`config.mk`:
```
export PLATFORM = sky130hd
export DESIGN_NAME = seg7_capture_flat
export DESIGN_NICKNAME = d
export VERILOG_FILES = /design/src/rtl/seg7_capture_if.sv /design/src/rtl/seg7_capture.sv /design/src/flat_wrapper.sv
export SDC_FILE = /design/constraint.sdc
export NUM_CORES = 1
export LEC_CHECK = 0
export ABC_CLOCK_PERIOD_IN_PS = 4380
export CELL_PAD_IN_SITES_DETAIL_PLACEMENT = 1
export CELL_PAD_IN_SITES_GLOBAL_PLACEMENT = 1
export CORE_MARGIN = 2
export CORE_UTILIZATION = 53
export CTS_CLUSTER_SIZE = 30
export DETAILED_ROUTE_END_ITERATION = 10
export DONT_BUFFER_PORTS = 1
export PLACE_DENSITY = 0.91
export REMOVE_ABC_BUFFERS = 1
export SLEW_MARGIN = 20
export SYNTH_ARGS = -nofsm -noshare
export SYNTH_HDL_FRONTEND = slang
export SYNTH_SLANG_ARGS = --single-unit
```
`constraint.sdc`:
```
create_clock -name iCLK -period 4.38 [get_ports iCLK]
set_clock_uncertainty 0.1 [all_clocks]
set_input_delay 0.657 -clock iCLK [delete_from_list [all_inputs] [get_ports iCLK]]
set_output_delay 0.657 -clock iCLK [all_outputs]
set_load 0.02 [all_outputs]
```
`src/rtl/seg7_capture_if.sv`:
```
// Display bus between a multiplexed 7-segment drive and the capture block.
// The master side drives the active-low segment/digit lines; the slave side
// returns the decoded nibbles and status pulses.
interface seg7_capture_if #(
  parameter int DIGITS = 4,
  parameter int IDX_W  = 2
);
  logic [6:0]          iSEG;
  logic [DIGITS-1:0]   iDIG_N;
  logic [4*DIGITS-1:0] oHEX;
  logic [DIGITS-1:0]   oERR;
  logic                oUPD;
  logic [IDX_W-1:0]    oIDX;
  logic                oFRAME;

  modport master (
    output iSEG, iDIG_N,
    input  oHEX, oERR, oUPD, oIDX, oFRAME
  );

  modport slave (
    input  iSEG, iDIG_N,
    output oHEX, oERR, oUPD, oIDX, oFRAME
  );
endinterface

```
`src/rtl/seg7_capture.sv`:
```
// Reads back a time-multiplexed, active-low 7-segment display. The combined
// digit-select/segment word must stay identical for STABLE_CYCLES edges before
// it is decoded into a hex nibble and stored against the selected digit.
module seg7_capture #(
  parameter int DIGITS        = 4,
  parameter int IDX_W         = 2,
  parameter int STABLE_CYCLES = 8
) (
  input logic          iCLK,
  input logic          iRST,
  seg7_capture_if.slave bus
);

  localparam int SW    = DIGITS + 7;
  localparam int CNT_W = (STABLE_CYCLES > 2) ? $clog2(STABLE_CYCLES) : 1;
  localparam logic [CNT_W-1:0] CNT_MAX = CNT_W'(STABLE_CYCLES - 1);
  localparam logic [CNT_W-1:0] CNT_PRE = CNT_W'(STABLE_CYCLES - 2);

  logic [SW-1:0]       sample_q;
  logic [CNT_W-1:0]    cnt_q, cnt_d;
  logic [4*DIGITS-1:0] hex_q, hex_d;
  logic [DIGITS-1:0]   err_q, err_d;
  logic [DIGITS-1:0]   seen_q, seen_d;
  logic [IDX_W-1:0]    idx_q, idx_d;
  logic                upd_q, upd_d;
  logic                frame_q, frame_d;

  logic [SW-1:0]     sampleNow;
  logic              isSame;
  logic              capture;
  logic [DIGITS-1:0] digSel;
  logic              selOne;
  logic [IDX_W-1:0]  selIdx;
  logic [DIGITS-1:0] seenHit;
  logic              decValid;
  logic [3:0]        decNib;

  // Inverse of the standard hex-to-7-segment encoder; bit 4 flags a known pattern.
  function automatic logic [4:0] decodeSeg(input logic [6:0] seg);
    logic [4:0] r;
    case (seg)
      7'h40:   r = {1'b1, 4'h0};
      7'h79:   r = {1'b1, 4'h1};
      7'h24:   r = {1'b1, 4'h2};
      7'h30:   r = {1'b1, 4'h3};
      7'h19:   r = {1'b1, 4'h4};
      7'h12:   r = {1'b1, 4'h5};
      7'h02:   r = {1'b1, 4'h6};
      7'h78:   r = {1'b1, 4'h7};
      7'h00:   r = {1'b1, 4'h8};
      7'h18:   r = {1'b1, 4'h9};
      7'h08:   r = {1'b1, 4'hA};
      7'h03:   r = {1'b1, 4'hB};
      7'h46:   r = {1'b1, 4'hC};
      7'h21:   r = {1'b1, 4'hD};
      7'h06:   r = {1'b1, 4'hE};
      7'h0E:   r = {1'b1, 4'hF};
      default: r = 5'b0_0000;
    endcase
    return r;
  endfunction

  // Stability tracking: any change restarts the run, and the counter parks at
  // its top value so a long steady period yields exactly one capture.
  always_comb begin
    sampleNow = {bus.iDIG_N, bus.iSEG};
    isSame    = (sampleNow == sample_q);
    cnt_d     = '0;
    if (isSame) begin
      cnt_d = (cnt_q == CNT_MAX) ? cnt_q : cnt_q + CNT_W'(1);
    end
    capture = isSame && (cnt_q == CNT_PRE);
  end

  // Digit-select qualification and segment decode of the held sample.
  always_comb begin
    digSel = ~sample_q[SW-1:7];
    selOne = (digSel != '0) && ((digSel & (digSel - DIGITS'(1))) == '0);
    selIdx = '0;
    for (int k = 0; k < DIGITS; k++) begin
      if (digSel[k]) selIdx = IDX_W'(k);
    end
    {decValid, decNib} = decodeSeg(sample_q[6:0]);
  end

  // Capture result: update the selected digit, mark it seen, and close a frame
  // once every digit has been captured at least once.
  always_comb begin
    hex_d   = hex_q;
    err_d   = err_q;
    idx_d   = idx_q;
    seen_d  = seen_q;
    upd_d   = 1'b0;
    frame_d = 1'b0;
    seenHit = seen_q | digSel;
    if (capture && selOne) begin
      upd_d = 1'b1;
      idx_d = selIdx;
      for (int k = 0; k < DIGITS; k++) begin
        if (digSel[k]) begin
          if (decValid) begin
            hex_d[4*k +: 4] = decNib;
            err_d[k]        = 1'b0;
          end else begin
            err_d[k] = 1'b1;
          end
        end
      end
      if (seenHit == '1) begin
        frame_d = 1'b1;
        seen_d  = '0;
      end else begin
        seen_d = seenHit;
      end
    end
  end

  // State registers; reset abandons any run by reloading the blank sample.
  always_ff @(posedge iCLK or posedge iRST) begin
    if (iRST) begin
      sample_q <= '1;
      cnt_q    <= '0;
      hex_q    <= '0;
      err_q    <= '0;
      seen_q   <= '0;
      idx_q    <= '0;
      upd_q    <= 1'b0;
      frame_q  <= 1'b0;
    end else begin
      sample_q <= sampleNow;
      cnt_q    <= cnt_d;
      hex_q    <= hex_d;
      err_q    <= err_d;
      seen_q   <= seen_d;
      idx_q    <= idx_d;
      upd_q    <= upd_d;
      frame_q  <= frame_d;
    end
  end

  assign bus.oHEX   = hex_q;
  assign bus.oERR   = err_q;
  assign bus.oIDX   = idx_q;
  assign bus.oUPD   = upd_q;
  assign bus.oFRAME = frame_q;

endmodule
```
`src/flat_wrapper.sv`:
```
// flat-port wrapper written by rule: the top's interface ports become plain ports
module seg7_capture_flat 
#(
  parameter int DIGITS        = 4,
  parameter int IDX_W         = 2,
  parameter int STABLE_CYCLES = 8
)
  (iCLK, iRST, bus_iSEG, bus_iDIG_N, bus_oHEX, bus_oERR, bus_oUPD, bus_oIDX, bus_oFRAME);
  seg7_capture_if #(.DIGITS(DIGITS), .IDX_W(IDX_W)) bus_i ();
  input logic iCLK;
  input logic iRST;
  input wire logic [$bits(bus_i.iSEG)-1:0] bus_iSEG;
  input wire logic [$bits(bus_i.iDIG_N)-1:0] bus_iDIG_N;
  output wire logic [$bits(bus_i.oHEX)-1:0] bus_oHEX;
  output wire logic [$bits(bus_i.oERR)-1:0] bus_oERR;
  output wire logic [$bits(bus_i.oUPD)-1:0] bus_oUPD;
  output wire logic [$bits(bus_i.oIDX)-1:0] bus_oIDX;
  output wire logic [$bits(bus_i.oFRAME)-1:0] bus_oFRAME;
  assign bus_i.iSEG = bus_iSEG;
  assign bus_i.iDIG_N = bus_iDIG_N;
  assign bus_oHEX = bus_i.oHEX;
  assign bus_oERR = bus_i.oERR;
  assign bus_oUPD = bus_i.oUPD;
  assign bus_oIDX = bus_i.oIDX;
  assign bus_oFRAME = bus_i.oFRAME;
  seg7_capture #(.DIGITS(DIGITS), .IDX_W(IDX_W), .STABLE_CYCLES(STABLE_CYCLES)) u_core (.iCLK(iCLK), .iRST(iRST), .bus(bus_i));
endmodule
```
**Yosys cells after proc, flatten, opt, wreduce, memory -nomap -nowiden**

Index checks and enable logic that the tools add are counted.

- Register bits after elaboration: 42
- Input bits: 13
- Output and inout port bits: 24
- Logic and storage cells: 64

- $add $sub $neg: 2
- Equal/unequal tests: 20
- Muxes and demuxes: 11
- Bitwise operators: 3
- Reductions and logical operators: 14

Operators by type and width:

| cell | number |
|---|---|
| 5-bit case mux with 16 select lines | 1 |
| 7-bit == test, second input constant | 4 |
| 7-bit by 5-bit == test with 1-bit output, second input constant | 3 |
| 7-bit by 6-bit == test with 1-bit output, second input constant | 3 |
| 7-bit by 2-bit == test with 1-bit output, second input constant | 2 |
| 7-bit by 4-bit == test with 1-bit output, second input constant | 2 |
| 3-bit AND reduction | 4 |
| 11-bit == test | 1 |
| 2-bit AND reduction | 4 |
| 7-bit by 3-bit == test with 1-bit output, second input constant | 1 |
| 7-bit zero test | 1 |
| 3-bit == test, second input constant | 2 |
| 3-bit 2-to-1 mux | 2 |
| 1-bit 2-to-1 mux | 5 |
| 4-bit AND | 1 |
| 4-bit == test, second input constant | 1 |
| 4-bit zero test | 1 |
| 2-bit 2-to-1 mux | 2 |
| 4-bit 2-to-1 mux | 1 |
| 4-bit inverter | 1 |
| 4-bit OR | 1 |
| 4-bit nonzero test | 1 |
| 4-bit by 1-bit subtractor with 4-bit output, second input constant | 1 |
| 3-bit by 1-bit adder with 3-bit output, second input constant | 1 |
| 2 further kinds | 4 |

**Longest topological paths before layout**

- Depth after elaboration: 7
- Mapped depth: 8

**Worst setup path after synthesis**

No wires, ideal clock.

- Path type: input to register
- Start: input port bus_iDIG_N[1]
- End: register u_core.hex_q[5] (netlist: u_core.bus.oHEX[5])
- Library setup time: 0.128 ns
- Arrival: 1.993 ns
- Required time: 4.152 ns
- Slack: 2.159 ns
- Stages: 7
- Buffers on the path: 1
- Cells stage by stage: xor2_1 -> nor4_1 -> nand3_1 -> buf_4 -> nor3_2 -> o21ai_2 -> mux2_1

- Word-level cells in the longest chain between the ends: 4

RTL lines:

| item | RTL line | text |
|---|---|---|
| from (decl) | flat_wrapper.sv:13 | `input wire logic [$bits(bus_i.iDIG_N)-1:0] bus_iDIG_N;` |
| 11-bit == test | seg7_capture.sv:67 | `isSame = (sampleNow == sample_q);` |
| 1-bit logical AND | seg7_capture.sv:72 | `capture = isSame && (cnt_q == CNT_PRE);` |
| 1-bit logical AND | seg7_capture.sv:96 | `if (capture && selOne) begin` |
| 3-bit AND reduction (no source line) | - |  |
| to (signal assigned) | seg7_capture.sv:123 | `hex_q <= '0;` |
| to (signal assigned) | seg7_capture.sv:132 | `hex_q <= hex_d;` |
| to (decl) | seg7_capture.sv:21 | `logic [4*DIGITS-1:0] hex_q, hex_d;` |

Every way passes these cells.
A chain may end at the register's enable or synchronous reset.

**Final worst setup path**

- Start: register u_core.sample_q[3]
- End: register u_core.hex_q[1] (netlist: u_core.bus.oHEX[1])

- Word-level cells in the longest chain between the ends: 4
- Elaborated cells on any way between the ends: 21
- Classes of those cells: eq/ne: 16; mux: 1; reduce/logical: 4

RTL lines:

| item | RTL line | text |
|---|---|---|
| from (decl) | seg7_capture.sv:19 | `logic [SW-1:0] sample_q;` |
| from (signal assigned) | seg7_capture.sv:130 | `sample_q <= sampleNow;` |
| branches (longest 4 deep; another with 5-bit case mux with 16 select lines) | - |  |

Several ways; the timed one is not identified.

==> flow_summary.json <==
{
  "min_period_ns": 2.92,
  "combPwrFrac_pct": 6.4,
  "hpwl_um": 3830,
  "clockBufferDepth": 2,
  "netlist_area_um2": 2180,
  "ys_ff_latch": 42,
  "design.die.area_um2": 4640,
  "ys_warn_count": 0,
  "p_int_uw": 528,
  "die_height_um": 68.1,
  "fin_crit_sh_pct": 66.6,
  "cts_tree": "done",
  "core-area_um2": 3970,
  "synth-edff-count": 0,
  "first_pass_iters": 4,
  "htreeDepth": 2,
  "syn_avg_cell_area_um2": 10.8,
  "drt_iter0_markers": 74,
  "synth.distinct_cells": 54,
  "power_frac_seq_pct": 58.6,
  "r2r_setup_slack_ns": 1.46,
  "path_class": "reg -> reg",
  "status": "complete, no violations",
  "p_switching_uw": 183,
  "gr-usage-all-layers_pct": 24.6,
  "postRouteAntennaNets": 0,
  "worst-r2r-cell-count": 6,
  "fin_ws_ns": 1.46,
  "syn_to_final_growth_pct": 3.33,
  "grt_max_degree": 29,
  "worstReg2RegEnd": "u_core.bus.oHEX[1]$_DFFE_PP0P_",
  "setup_viol": 0,
  "numCtsBuffers": 5,
  "dieWidth_um": 68.1,
  "p_per_area_nw_per_um2": 316,
  "synthArstFlopShare_pct": 100,
  "antenna_found_initial": 0,
  "yosys_most_used_dff": "dfrtp_1",
  "finalHoldViolations": 0,
  "grt_pass1_wl_um": 8290,
  "gr-total-overflow": 0,
  "relSlewSlack_pct": 33.7,
  "diodes": 0,
  "clock-sinks": 42,
  "hold_buffers": 0,
  "peakVddDrop_mv": 0.151,
  "pin_count": 37,
  "r2r-start": "u_core.sample_q[3]$_DFF_PP1_",
  "vias": 1539,
  "post-place-ws_ns": 1.48,
  "grt_pass1_vias": 1638,
  "worstSetupStartpointType": "flop",
  "maxSlewViolCount": 0,
  "n_fill_cell": 448,
  "maxCapViolations": 0,
  "cts_setup_buffers": 0,
  "fmax_mhz": 343,
  "syn-instance-count": 201,
  "fin_setup_tns_ns": 0,
  "drive_gt1_share_pct": 17.8,
  "cts.clk_slew.worst_paths_ns": 0.08,
  "tightest_slew_ns": 0.981,
  "cp_max_fo": 16,
  "cp.arrival_ns": 3.00,
  "insertion_delay_ns": 0.30,
  "p_leak_nw": 1.00,
  "cts-root-buf": "clkbuf_8",
  "p_clk_share_pct": 35.0,
  "holdCritPathClass": "in -> async",
  "fin_nets": 212,
  "rsz0062_at_grt": "no",
  "drc": 0,
  "postCtsResizedCells": 0,
  "post_drt_via_cell_ratio": 6.23,
  "ys_seq_area_share_pct": 48.9,
  "postRouteWirelength_um": 5080,
  "io_buffers": 0,
  "num_rows": 23,
  "place_congestion": 0.797,
  "p_sw_share_pct": 25.7,
  "cp.required_ns": 4.46,
  "wl_per_cell_um": 20.6,
  "initial_core_util_pct": 54.9,
  "cp-end-kind": "flop"
}
-- cells in the mapped netlist (5+ instances only) --
library cell	n	area, µm²
dfstp_2	11	289
nor3_1	5	25.0
nand3_1	5	25.0
nor2_1	15	56.3
a22o_1	8	70.1
xor2_1	14	123
inv_1	12	45.0
dfrtp_1	31	776
nand2_1	8	30.0
a31oi_1	5	31.3
nand4_1	5	31.3
o21ai_0	7	35.0
-- registers in the layout, indices dropped and copies added, names as in the netlist --
signal             flops
u_core.bus.oERR        4
u_core.bus.oFRAME      1
u_core.bus.oHEX       16
u_core.bus.oIDX        2
u_core.bus.oUPD        1
u_core.cnt_q           3
u_core.sample_q       11
u_core.seen_q          4
-- cells by family (layout without fill, tap and decap cells) --
kind of cell	Yosys count	after routing	share of synthesized area, %
buf+inv	25	21	5.92
fa+ha+maj	3	3	1.72
mux	8	8	4.02
xor+xnor	14	14	5.63
simple gates	61	61	16.7
flops	42	42	48.9
compound gates	48	48	17.1
-- critical path, stage by stage, from the launching register on --
cell and delay, ns:
dfstp_2 0.70, xor2_1 0.12, nor4_1 0.29, nand3_1 0.46
nor3_1 0.63, o21ai_2 0.16, mux2_1 0.34
-- layout by cell type, fill, tap and decap left out, types with 3 or more instances in the layout --
cell       count
nor2_1        15
o21ai_0        7
dfrtp_1       31
nand3_1        5
nand2_1        8
or3_1          4
a22o_1         8
nor3_1         5
xor2_1        14
inv_1         12
a2bb2oi_1      4
ha_1           3
a21oi_1        3
nand4_1        5
mux2_2         4
dfstp_2       11
a31oi_1        5
clkbuf_8       5
-- routing by layer --
| layer | vias up | track usage [%] | part of all wire, % |
|---|---|---|---|
| met5 | - | 0 | 0 |
| met4 | 0 | 7.50 | 1.5 |
| met3 | 8 | 6.91 | 6.6 |
| met2 | 47 | 42.0 | 49 |
| met1 | 766 | 30.3 | 43 |
| li1 | 718 | - | - |
-- stage by stage --
step           hold slack [ns]  total power, mW  utilization [%]  instance area [µm²]  std cells
2_1_floorplan            0.364            0.454                -                 2090        188
3_3_place_gp             0.383            0.465             54.5                 2160        239
3_5_place_dp             0.387            0.470             54.5                 2160        239
4_1_cts                  0.175            0.715             56.7                 2250        247
5_1_grt                  0.198            0.740             56.7                 2250        247
6_report                 0.169            0.711             56.7                 2250        247
-- area by class of cell --
class | count | area [µm²] | area share [%]
multi-input combinational | 134 | 985 | 43.7
timing repair buffer | 1 | 7.51 | 0.334
tap | 50 | 62.6 | 2.78
sequential | 42 | 1060 | 47.3
clock inverter | 2 | 13.8 | 0.611
inverter | 12 | 45.0 | 2.00
clock buffer | 6 | 72.6 | 3.22
-- power by group through the flow --
stage | logic, mW | registers, mW | clock network [mW]
final | 0.0453 | 0.417 | 0.249
after global routing | 0.0509 | 0.419 | 0.269
after CTS | 0.0457 | 0.417 | 0.252
after detailed placement | 0.0455 | 0.424 | 0
after global placement | 0.0425 | 0.423 | 0
after floorplan | 0.0357 | 0.418 | 0
-- worst max path at each step --
stage | startpoint | slack [ns] | depth (start not counted) | end
finish | u_core.sample_q[3]$_DFF_PP1_ | 1.46 | 6 | u_core.bus.oHEX[1]$_DFFE_PP0P_
global route | u_core.sample_q[3]$_DFF_PP1_ | 1.27 | 6 | u_core.bus.oHEX[1]$_DFFE_PP0P_
CTS | u_core.sample_q[3]$_DFF_PP1_ | 1.46 | 6 | u_core.bus.oHEX[1]$_DFFE_PP0P_
detailed placement | bus_iDIG_N[1] | 1.48 | 6 | u_core.bus.oHEX[1]$_DFFE_PP0P_
global placement | bus_iSEG[3] | 1.61 | 6 | u_core.bus.oHEX[1]$_DFFE_PP0P_
floorplan | bus_iDIG_N[1] | 1.81 | 6 | u_core.bus.oHEX[1]$_DFFE_PP0P_
Note: power is estimated with default switching activity, not from simulation.
